[src/rtl/arith_pkg.sv]
// rtl/arith_pkg.sv - shared arithmetic package: subtractor FSM states and parameter legality check
package arith_pkg;

  typedef enum logic [1:0] {
    IDLE = 2'd0,
    RUN  = 2'd1,
    DONE = 2'd2
  } sub_state_t;

  // Operand width must be at least 2 bits and split into whole digits.
  function automatic bit sub_params_legal(int data_width, int digit_width);
    return (data_width >= 2) && (digit_width >= 1) &&
           (digit_width <= data_width) && ((data_width % digit_width) == 0);
  endfunction

endpackage

[src/rtl/digit_subtractor.sv]
// rtl/digit_subtractor.sv - combinational ripple of full-subtract cells for one digit
module digit_subtractor #(
  parameter int WIDTH = 4
) (
  input  logic [WIDTH-1:0] a,
  input  logic [WIDTH-1:0] b,
  input  logic             bin,
  output logic [WIDTH-1:0] d,
  output logic             bout
);

  logic [WIDTH:0] br;

  assign br[0] = bin;

  // Each cell borrows when a < b + borrow-in at that bit position.
  for (genvar i = 0; i < WIDTH; i++) begin : g_cell
    assign d[i]    = a[i] ^ b[i] ^ br[i];
    assign br[i+1] = (~a[i] & b[i]) | (~(a[i] ^ b[i]) & br[i]);
  end

  assign bout = br[WIDTH];

endmodule

[src/rtl/serial_subtractor.sv]
// rtl/serial_subtractor.sv - digit-serial A - B - Borrow_In subtractor with IDLE/RUN/DONE control
module serial_subtractor
  import arith_pkg::*;
#(
  parameter int DATA_WIDTH  = 16,
  parameter int DIGIT_WIDTH = 4
) (
  input  logic                  Clock_In,
  input  logic                  Reset_In,
  input  logic                  Start_In,
  input  logic [DATA_WIDTH-1:0] Data_A_In,
  input  logic [DATA_WIDTH-1:0] Data_B_In,
  input  logic                  Borrow_In,
  output logic                  Ready_Out,
  output logic                  Busy_Out,
  output logic                  Done_Out,
  output logic [DATA_WIDTH-1:0] Difference_Out,
  output logic                  Borrow_Out,
  output logic                  Zero_Out,
  output logic                  Overflow_Out
);

  localparam int NUM_DIGITS = DATA_WIDTH / DIGIT_WIDTH;
  localparam int CW         = (NUM_DIGITS > 1) ? $clog2(NUM_DIGITS) : 1;
  localparam int MSB        = DATA_WIDTH - 1;

  if (!sub_params_legal(DATA_WIDTH, DIGIT_WIDTH)) begin : g_illegal_params
    $error("serial_subtractor: DATA_WIDTH must be >= 2 and a multiple of DIGIT_WIDTH");
  end

  sub_state_t             state;
  logic [CW-1:0]          k;
  logic                   run_borrow;
  logic [DATA_WIDTH-1:0]  a_q;
  logic [DATA_WIDTH-1:0]  b_q;
  logic [DATA_WIDTH-1:0]  d_q;
  logic [DATA_WIDTH-1:0]  d_next;
  logic [DIGIT_WIDTH-1:0] digit_a;
  logic [DIGIT_WIDTH-1:0] digit_b;
  logic [DIGIT_WIDTH-1:0] digit_d;
  logic                   digit_bout;
  logic                   last_digit;

  assign digit_a    = a_q[k*DIGIT_WIDTH +: DIGIT_WIDTH];
  assign digit_b    = b_q[k*DIGIT_WIDTH +: DIGIT_WIDTH];
  assign last_digit = (k == CW'(NUM_DIGITS - 1));

  assign Ready_Out  = (state != RUN);
  assign Busy_Out   = (state == RUN);

  digit_subtractor #(
    .WIDTH (DIGIT_WIDTH)
  ) u_digit (
    .a    (digit_a),
    .b    (digit_b),
    .bin  (run_borrow),
    .d    (digit_d),
    .bout (digit_bout)
  );

  // Working difference with the current digit merged in; the last digit's
  // view is the complete result loaded into the outputs on DONE entry.
  always_comb begin
    d_next = d_q;
    d_next[k*DIGIT_WIDTH +: DIGIT_WIDTH] = digit_d;
  end

  // Control FSM, digit counter, operand latches and registered results.
  always_ff @(posedge Clock_In) begin
    if (!Reset_In) begin
      state          <= IDLE;
      k              <= '0;
      run_borrow     <= 1'b0;
      a_q            <= '0;
      b_q            <= '0;
      d_q            <= '0;
      Done_Out       <= 1'b0;
      Difference_Out <= '0;
      Borrow_Out     <= 1'b0;
      Zero_Out       <= 1'b0;
      Overflow_Out   <= 1'b0;
    end else begin
      Done_Out <= 1'b0;
      case (state)
        IDLE, DONE: begin
          if (Start_In) begin
            a_q        <= Data_A_In;
            b_q        <= Data_B_In;
            run_borrow <= Borrow_In;
            d_q        <= '0;
            k          <= '0;
            state      <= RUN;
          end else begin
            state <= IDLE;
          end
        end
        RUN: begin
          d_q        <= d_next;
          run_borrow <= digit_bout;
          if (last_digit) begin
            k              <= '0;
            state          <= DONE;
            Done_Out       <= 1'b1;
            Difference_Out <= d_next;
            Borrow_Out     <= digit_bout;
            Zero_Out       <= (d_next == '0);
            Overflow_Out   <= (a_q[MSB] != b_q[MSB]) && (d_next[MSB] != a_q[MSB]);
          end else begin
            k <= k + 1'b1;
          end
        end
        default: state <= IDLE;
      endcase
    end
  end

endmodule

[config.mk]
export PLATFORM = sky130hd
export DESIGN_NAME = serial_subtractor
export DESIGN_NICKNAME = d
export VERILOG_FILES = /design/src/rtl/arith_pkg.sv /design/src/rtl/digit_subtractor.sv /design/src/rtl/serial_subtractor.sv
export SDC_FILE = /design/constraint.sdc
export NUM_CORES = 1
export LEC_CHECK = 0
export ABC_AREA = 1
export BUFFER_PORTS_ARGS = -buffer_cell sky130_fd_sc_hd__buf_2
export CAP_MARGIN = 40
export CORE_ASPECT_RATIO = 0.75
export CORE_MARGIN = 1.5
export CORE_UTILIZATION = 50
export DETAILED_ROUTE_END_ITERATION = 7
export PLACE_DENSITY = 0.75
export SETUP_SLACK_MARGIN = 0.05
export SYNTH_ARGS = -nofsm -noshare
export SYNTH_HDL_FRONTEND = slang
export SYNTH_SLANG_ARGS = --single-unit
export TNS_END_PERCENT = 10
[constraint.sdc]
create_clock -name Clock_In -period 3.3 [get_ports Clock_In]
set_input_delay 0.495 -clock Clock_In [delete_from_list [all_inputs] [get_ports Clock_In]]
set_output_delay 0.495 -clock Clock_In [all_outputs]
set_load 0.01 [all_outputs]
# ---- After elaboration in Yosys (flattened, before gate mapping)
# Cells that the tools add are included.
# W data, S select, Z words.
dict set report totals {
  regBits 73
  latchBits 0
  ram_bits 0
  rom_bits 0
  inputBits 36
  output_inout_bits 22
  word_cells 74
  mem_count 0
}
dict set report classes {
  add_sub_neg 2
  multipliers 0
  div 0
  order_cmp 0
  eq_ne 8
  n_shift 4
  n_mux 12
  bitwise_logic 28
  reduce_logical 9
}
# op count
set ops {}
lappend ops {{$neg A4 Y34} 1}
lappend ops {{$shift A4 B34 Y16 const A} 1}
lappend ops {{$shiftx A4 B34 Y16} 1}
lappend ops {{$pmux W16 S2} 1}
lappend ops {{$shiftx A16 B5 Y4} 2}
lappend ops {{$bwmux W16} 1}
lappend ops {{$logic_not A16 Y1} 1}
lappend ops {{$mux W16} 1}
lappend ops {{$and A1 B1 Y1} 8}
lappend ops {{$not A1 Y1} 8}
lappend ops {{$pmux W2 S2} 2}
lappend ops {{$reduce_and A2 Y1} 4}
lappend ops {{$xor A1 B1 Y1} 8}
lappend ops {{$mux W2} 3}
lappend ops {{$eq A2 B2 Y1 const B} 2}
lappend ops {{$ne A2 B1 Y1 const B} 2}
lappend ops {{$or A1 B1 Y1} 4}
lappend ops {{$mux W1} 3}
lappend ops {{$add A2 B1 Y2 const B} 1}
lappend ops {{$eq A2 B1 Y1 const B} 1}
lappend ops {{$logic_not A2 Y1} 1}
lappend ops {{$ne A1 B1 Y1} 2}
lappend ops {{$ne A2 B2 Y1 const B} 1}
lappend ops {{$pmux W1 S2} 1}
lappend ops {{3 further kinds} 3}

# ---- Logic depth before layout (Yosys ltp)
dict set report depth {
  word_depth 14
  depth_mapped 18
  depth_no_buf 17
}

# ---- Modules after synthesis
# Synthesis repeated with hierarchy kept, for this count alone.
dict set report hier_totals {
  cells_unflattened 458
  hier_area_um2 3281.9
}
# mod instances cells_per_inst area_per_inst_um2 seq_area_each_um2
set by_module_without_submodules {}
lappend by_module_without_submodules {serial_subtractor 1 444 3164.3 1461.4}
lappend by_module_without_submodules {digit_subtractor 1 14 117.6 0.0}

# ---- Worst setup path before layout
# Ideal clock, no wire load.
dict set report synth_timing {
  path_kind {flip-flop to flip-flop}
  start {reg k[0]}
  end {reg Zero_Out}
  setup_time_ns 0.132
  t_arrival_ns 3.275
  required_ns 3.168
  setup_slack_ns -0.107
  path_stages_with_launch 19
  n_path_buf 2
  period_less_slack_ns 3.407
  path_cell_list {dfxtp_1 buf_2 clkbuf_1 o21ai_0 o22ai_1 fa_1 inv_1 fa_1 fa_1 inv_1 fa_1 nor2_1 nand2_1 o21ai_0 inv_1 nand2_1 nor2_1 nand3_1 a21oi_1}
}
dict set report synth_via {
  elab_chain_cells 13
  word_cells_on_any_way 32
  classes_between {add/sub (1); eq/ne (1); shift (4); mux (1); bitwise (23); reduce/logical (2)}
}
# element line
set synth_rtl {}
lappend synth_rtl {{start: declaration} serial_subtractor.sv:32} ;# logic [CW-1:0] k;
lappend synth_rtl {{start signal: assignment} serial_subtractor.sv:109} ;# k <= k + 1'b1;
lappend synth_rtl {{$shiftx A16 B5 Y4, on equally long branches} {serial_subtractor.sv:44, serial_subtractor.sv:45}}
lappend synth_rtl {{$xor A1 B1 Y1} {digit_subtractor.sv:18, digit_subtractor.sv:19}}
lappend synth_rtl {{$not A1 Y1} digit_subtractor.sv:19} ;# assign br[i+1] = (~a[i] & b[i]) | (~(a[i] ^ b[i]) & br[i]);
lappend synth_rtl {{$and A1 B1 Y1} digit_subtractor.sv:19}
lappend synth_rtl {{$or A1 B1 Y1} digit_subtractor.sv:19}
lappend synth_rtl {{$and A1 B1 Y1} digit_subtractor.sv:19}
lappend synth_rtl {{$or A1 B1 Y1} digit_subtractor.sv:19}
lappend synth_rtl {{$and A1 B1 Y1} digit_subtractor.sv:19}
lappend synth_rtl {{$or A1 B1 Y1} digit_subtractor.sv:19}
lappend synth_rtl {{$xor A1 B1 Y1} digit_subtractor.sv:18} ;# assign d[i] = a[i] ^ b[i] ^ br[i];
lappend synth_rtl {{$shiftx A4 B34 Y16} serial_subtractor.sv:65} ;# d_next[k*DIGIT_WIDTH +: DIGIT_WIDTH] = digit_d;
lappend synth_rtl {{$bwmux W16} serial_subtractor.sv:65}
lappend synth_rtl {{$logic_not A16 Y1} serial_subtractor.sv:106} ;# Zero_Out <= (d_next == '0);
lappend synth_rtl {{end signal: assignment} serial_subtractor.sv:106}
lappend synth_rtl {{end: declaration} serial_subtractor.sv:19} ;# output logic Zero_Out,
# Parallel ways exist; a longest one is shown, timed or not.
# A chain may end at the register's enable or synchronous reset.

# ---- Final worst setup path
dict set report layout_timing {
  start {reg k[1]}
  end {reg Overflow_Out}
}
dict set report layout_via {
  elab_chain_cells 14
  word_cells_on_any_way 33
  classes_between {add/sub (1); eq/ne (2); shift (4); mux (1); bitwise (23); reduce/logical (2)}
}
# element line
set layout_rtl {}
lappend layout_rtl {{$shiftx A16 B5 Y4, on equally long branches} {serial_subtractor.sv:44, serial_subtractor.sv:45}}
lappend layout_rtl {{$xor A1 B1 Y1} {digit_subtractor.sv:18, digit_subtractor.sv:19}}
lappend layout_rtl {{$not A1 Y1} digit_subtractor.sv:19}
lappend layout_rtl {{$and A1 B1 Y1} digit_subtractor.sv:19}
lappend layout_rtl {{$or A1 B1 Y1} digit_subtractor.sv:19}
lappend layout_rtl {{$and A1 B1 Y1} digit_subtractor.sv:19}
lappend layout_rtl {{$or A1 B1 Y1} digit_subtractor.sv:19}
lappend layout_rtl {{$and A1 B1 Y1} digit_subtractor.sv:19}
lappend layout_rtl {{$or A1 B1 Y1} digit_subtractor.sv:19}
lappend layout_rtl {{$xor A1 B1 Y1} digit_subtractor.sv:18}
lappend layout_rtl {{$shiftx A4 B34 Y16} serial_subtractor.sv:65}
lappend layout_rtl {{$bwmux W16} serial_subtractor.sv:65}
lappend layout_rtl {{$ne A1 B1 Y1} serial_subtractor.sv:107} ;# Overflow_Out <= (a_q[MSB] != b_q[MSB]) && (d_next[MSB] != a_q[MSB]);
lappend layout_rtl {{$logic_and A1 B1 Y1} serial_subtractor.sv:107}
lappend layout_rtl {{end signal: assignment} serial_subtractor.sv:107}
lappend layout_rtl {{end: declaration} serial_subtractor.sv:20} ;# output logic Overflow_Out
# Parallel ways exist; a longest one is shown, timed or not.

==> impl_metrics.py <==
metrics = {
    "status": {
        "outcome": "complete, no violations",
    },
    "global_route": {
        "gr-usage-all-layers_pct": 24.6,
        "grt_max_degree": 53,
        "overflow": 0,
        "grt_first_pass_wirelength_mm": 13.8,
        "antenna_found_initial": 0,
        "grt_pass1_vias": 2915,
        "use_met2_pct": 38.5,
        "grtUsageMet1_pct": 33.9,
        "grtUsageMet3_pct": 6.76,
        "top_usage_layer": "met2",
    },
    "timing": {
        "worstMarginPinSlew_ps": 552,
        "final_hold_viol_count": 0,
        "setup_viol": 0,
        "clock_skew_ps": 6.94,
        "slew_headroom_pct": 63.2,
        "tns_ps": 0,
        "rsz0062_at_grt": "yes",
        "fin_crit_ps": 3100,
        "finalMaxSlewViolations": 0,
        "period_share_pct": 94.0,
        "fmax_mhz": 322,
    },
    "setup_path": {
        "crit_slowest_cell": "fa_2",
        "critPathLaunchType": "flip-flop",
        "crit_top_cell": "fa_2",
        "cp.required_ps": 3540,
        "worst-path-max-fanout": 9,
        "worstReg2RegEnd": "Overflow_Out",
        "reg2reg_slack_ps": 200,
        "worstSetupPathType": "flip-flop to flip-flop",
        "worst_setup_path_end_kind": "flip-flop",
        "cp.arrival_ps": 3340,
        "rr_worst_depth": 15,
        "critical_path.max_stage_delay_ps": 450,
        "cp_cell_sequence": "buf_6 > o21ai_1 > o22ai_2 > fa_2 > inv_1 > fa_2 > fa_2 > inv_2 > fa_2 > nor2_4 > nand3_1 > nand2_2 > o21ai_0 > a31oi_1 > nor2_1",
        "reg2reg_from": "k[1]",
    },
    "power_and_ir_drop": {
        "p_leak_nw": 1.77,
        "power.density_nw_per_um2": 545,
        "ir_drop_uv": 352,
    },
    "clock_network": {
        "postCtsHoldBufs": 0,
        "clkLatencyLatePin_ps": 350,
        "clock-root-buffer": "clkbuf_8",
        "htreeDepth": 3,
        "cts_tree": "yes",
        "cts_sinks": 73,
        "cts.clk_slew.worst_paths_ps": 80,
        "cts_buffers": 9,
        "clk_path_buf_depth": 2,
    },
    "placement": {
        "dp.cells": 577,
        "dp.final_hpwl_mm": 5.82,
        "io_buffers": 57,
        "gp_congestion": 0.905,
    },
    "drt": {
        "viasPerCell": 5.33,
        "wl_per_cell_um": 13.7,
        "ant_nets": 0,
        "drtIter0Drc": 165,
        "wirelength_mm": 8.21,
        "firstDrtPassIters": 5,
        "drc": 0,
        "route.vias.total": 3188,
    },
    "hold_path": {
        "hold_depth": 3,
        "worstHoldStart": "Data_A_In[3]",
        "hold_path_class": "primary input to flip-flop",
        "hold_path_end": "a_q[3]",
    },
    "yosys": {
        "ys_top_cells_by_area": "dfxtp_1 (44%), nor2_1 (13%), o21ai_0 (8.6%)",
        "synth_cell_types": 28,
        "netlist_area_um2": 3320,
        "synthCells": 454,
        "synth_top_area_share_pct": 44.0,
        "yosys_warnings": 0,
        "post_synth.cell_area_avg_um2": 7.31,
        "seq_area_frac_synth_pct": 44.0,
        "synthesis.nets": 500,
        "yosysTopAreaCell": "dfxtp_1",
        "ys_ff_latch": 73,
    },
    "floorplanning": {
        "die_x_um": 97.1,
        "io_pins": 58,
        "rows": 25,
        "initial_utilization_pct": 52.3,
        "core_um2": 6350,
        "die_y_um": 73.6,
        "dieArea_um2": 7140,
    },
    "final_layout": {
        "diodes": 0,
        "drive_above_1_share_pct": 22.8,
        "final_nets": 558,
        "final_cells": 598,
        "syn2layout_area_growth_pct": 21.0,
    },
    "job": {
        "cap_violations": 0,
    },
}
kinds of logic (layout without fill, tap and decap cells):
family                     after synthesis  count (layout)  share of synthesized area, %
AOI/OAI and AO/OA                      105             105                          18.3
and+or+nand+nor                        211             211                          26.1
adders and majority gates               10              10                          4.67
DFF                                     73              73                          44.0
buffers and inverters                   55             118                          6.97
cell type report:
class | count | area [um^2]
Sequential cell | 73 | 1470
Inverter | 30 | 118
Timing Repair Buffer | 72 | 425
Fill cell | 591 | 2330
Clock inverter | 5 | 103
Tap cell | 81 | 101
Clock buffer | 11 | 141
Multi-Input combinational cell | 326 | 1660
cell usage after synthesis, drive strengths merged:
| cell type | instances |
|---|---|
| o21ai | 67 |
| clkbuf | 18 |
| o22ai | 4 |
| o221ai | 1 |
| inv | 30 |
| or2 | 2 |
| nor3 | 1 |
| a2bb2oi | 3 |
| fa | 4 |
| nor2 | 114 |
| a31oi | 1 |
| dfxtp | 73 |
| o211ai | 1 |
| a32o | 3 |
| nand2 | 66 |
| a21oi | 23 |
| ha | 6 |
| o21a | 2 |
| buf | 7 |
| nand3 | 28 |
placed cells by master (no fill, tap or decap), types with 4 or more instances in the layout:
| cell | n |
|---|---|
| o21ai_0 | 55 |
| nand3_1 | 28 |
| fa_2 | 4 |
| nor2_1 | 110 |
| buf_2 | 57 |
| buf_4 | 12 |
| a21oi_1 | 23 |
| nand2_1 | 64 |
| clkbuf_8 | 10 |
| dfxtp_1 | 71 |
| inv_2 | 4 |
| o21ai_2 | 11 |
| inv_1 | 24 |
| ha_1 | 6 |
metrics by stage:
stage               util [%]  setup WS, ps  hold WS [ps]  power [mW]  cell area [um^2]
floorplan                  -          78.4           444        1.21              3330
global route            63.3          38.7           400        2.29              4020
finish                  63.3           198           394        2.19              4020
CTS                     62.0          71.7           384        2.17              3940
detailed placement      58.1          74.6           457        1.32              3690
global placement        57.6           175           451        1.30              3660
flip-flops by register name, indices dropped and copies added, names as in the netlist:
register,flops
k,2
state,2
Overflow_Out,1
a_q,16
b_q,16
d_q,16
run_borrow,1
Zero_Out,1
Difference_Out,16
Done_Out,1
Borrow_Out,1
repair_timing:
action / CTS / global route
gates cloned: 0 / 0
pin swaps: 0 / 6
endpoints found under the setup margin: 2 / 6
setup buffers: 0 / 5
resized for setup: 4 / 17
critical path: cells and delay by family, from the launching register on:
| family | cells | cell delay [ps] |
|---|---|---|
| buffers and inverters | 3 | 260 |
| adders and majority gates | 4 | 1330 |
| AOI/OAI and AO/OA | 4 | 630 |
| and+or+nand+nor | 4 | 420 |
| DFF | 1 | 350 |
worst max path at each step:
| stage | startpoint | endpoint | slack (ps) |
|---|---|---|---|
| after CTS | k[1] | Overflow_Out | 70 |
| after detailed placement | k[0] | Zero_Out | 70 |
| after global routing | k[0] | Overflow_Out | 40 |
| final | k[1] | Overflow_Out | 200 |
| after global placement | k[0] | Zero_Out | 180 |
| after floorplan | k[0] | Zero_Out | 80 |
power by group:
part | total [mW] | leakage [nW] | internal, mW | switching (mW)
combinational | 0.385 | 1.05 | 0.150 | 0.235
clock | 0.851 | 0.120 | 0.522 | 0.330
sequential | 0.953 | 0.598 | 0.923 | 0.0301
metal layers:
metal  part of all wire [%]  vias up  wire length, um
met5                      0        -                0
met2                     45      101             3660
met1                     49     1482             4000
met4                   0.82        0               67
li1                       -     1599                -
met3                    5.9        6              487
No activity file was read; power rests on OpenSTA's default activity.
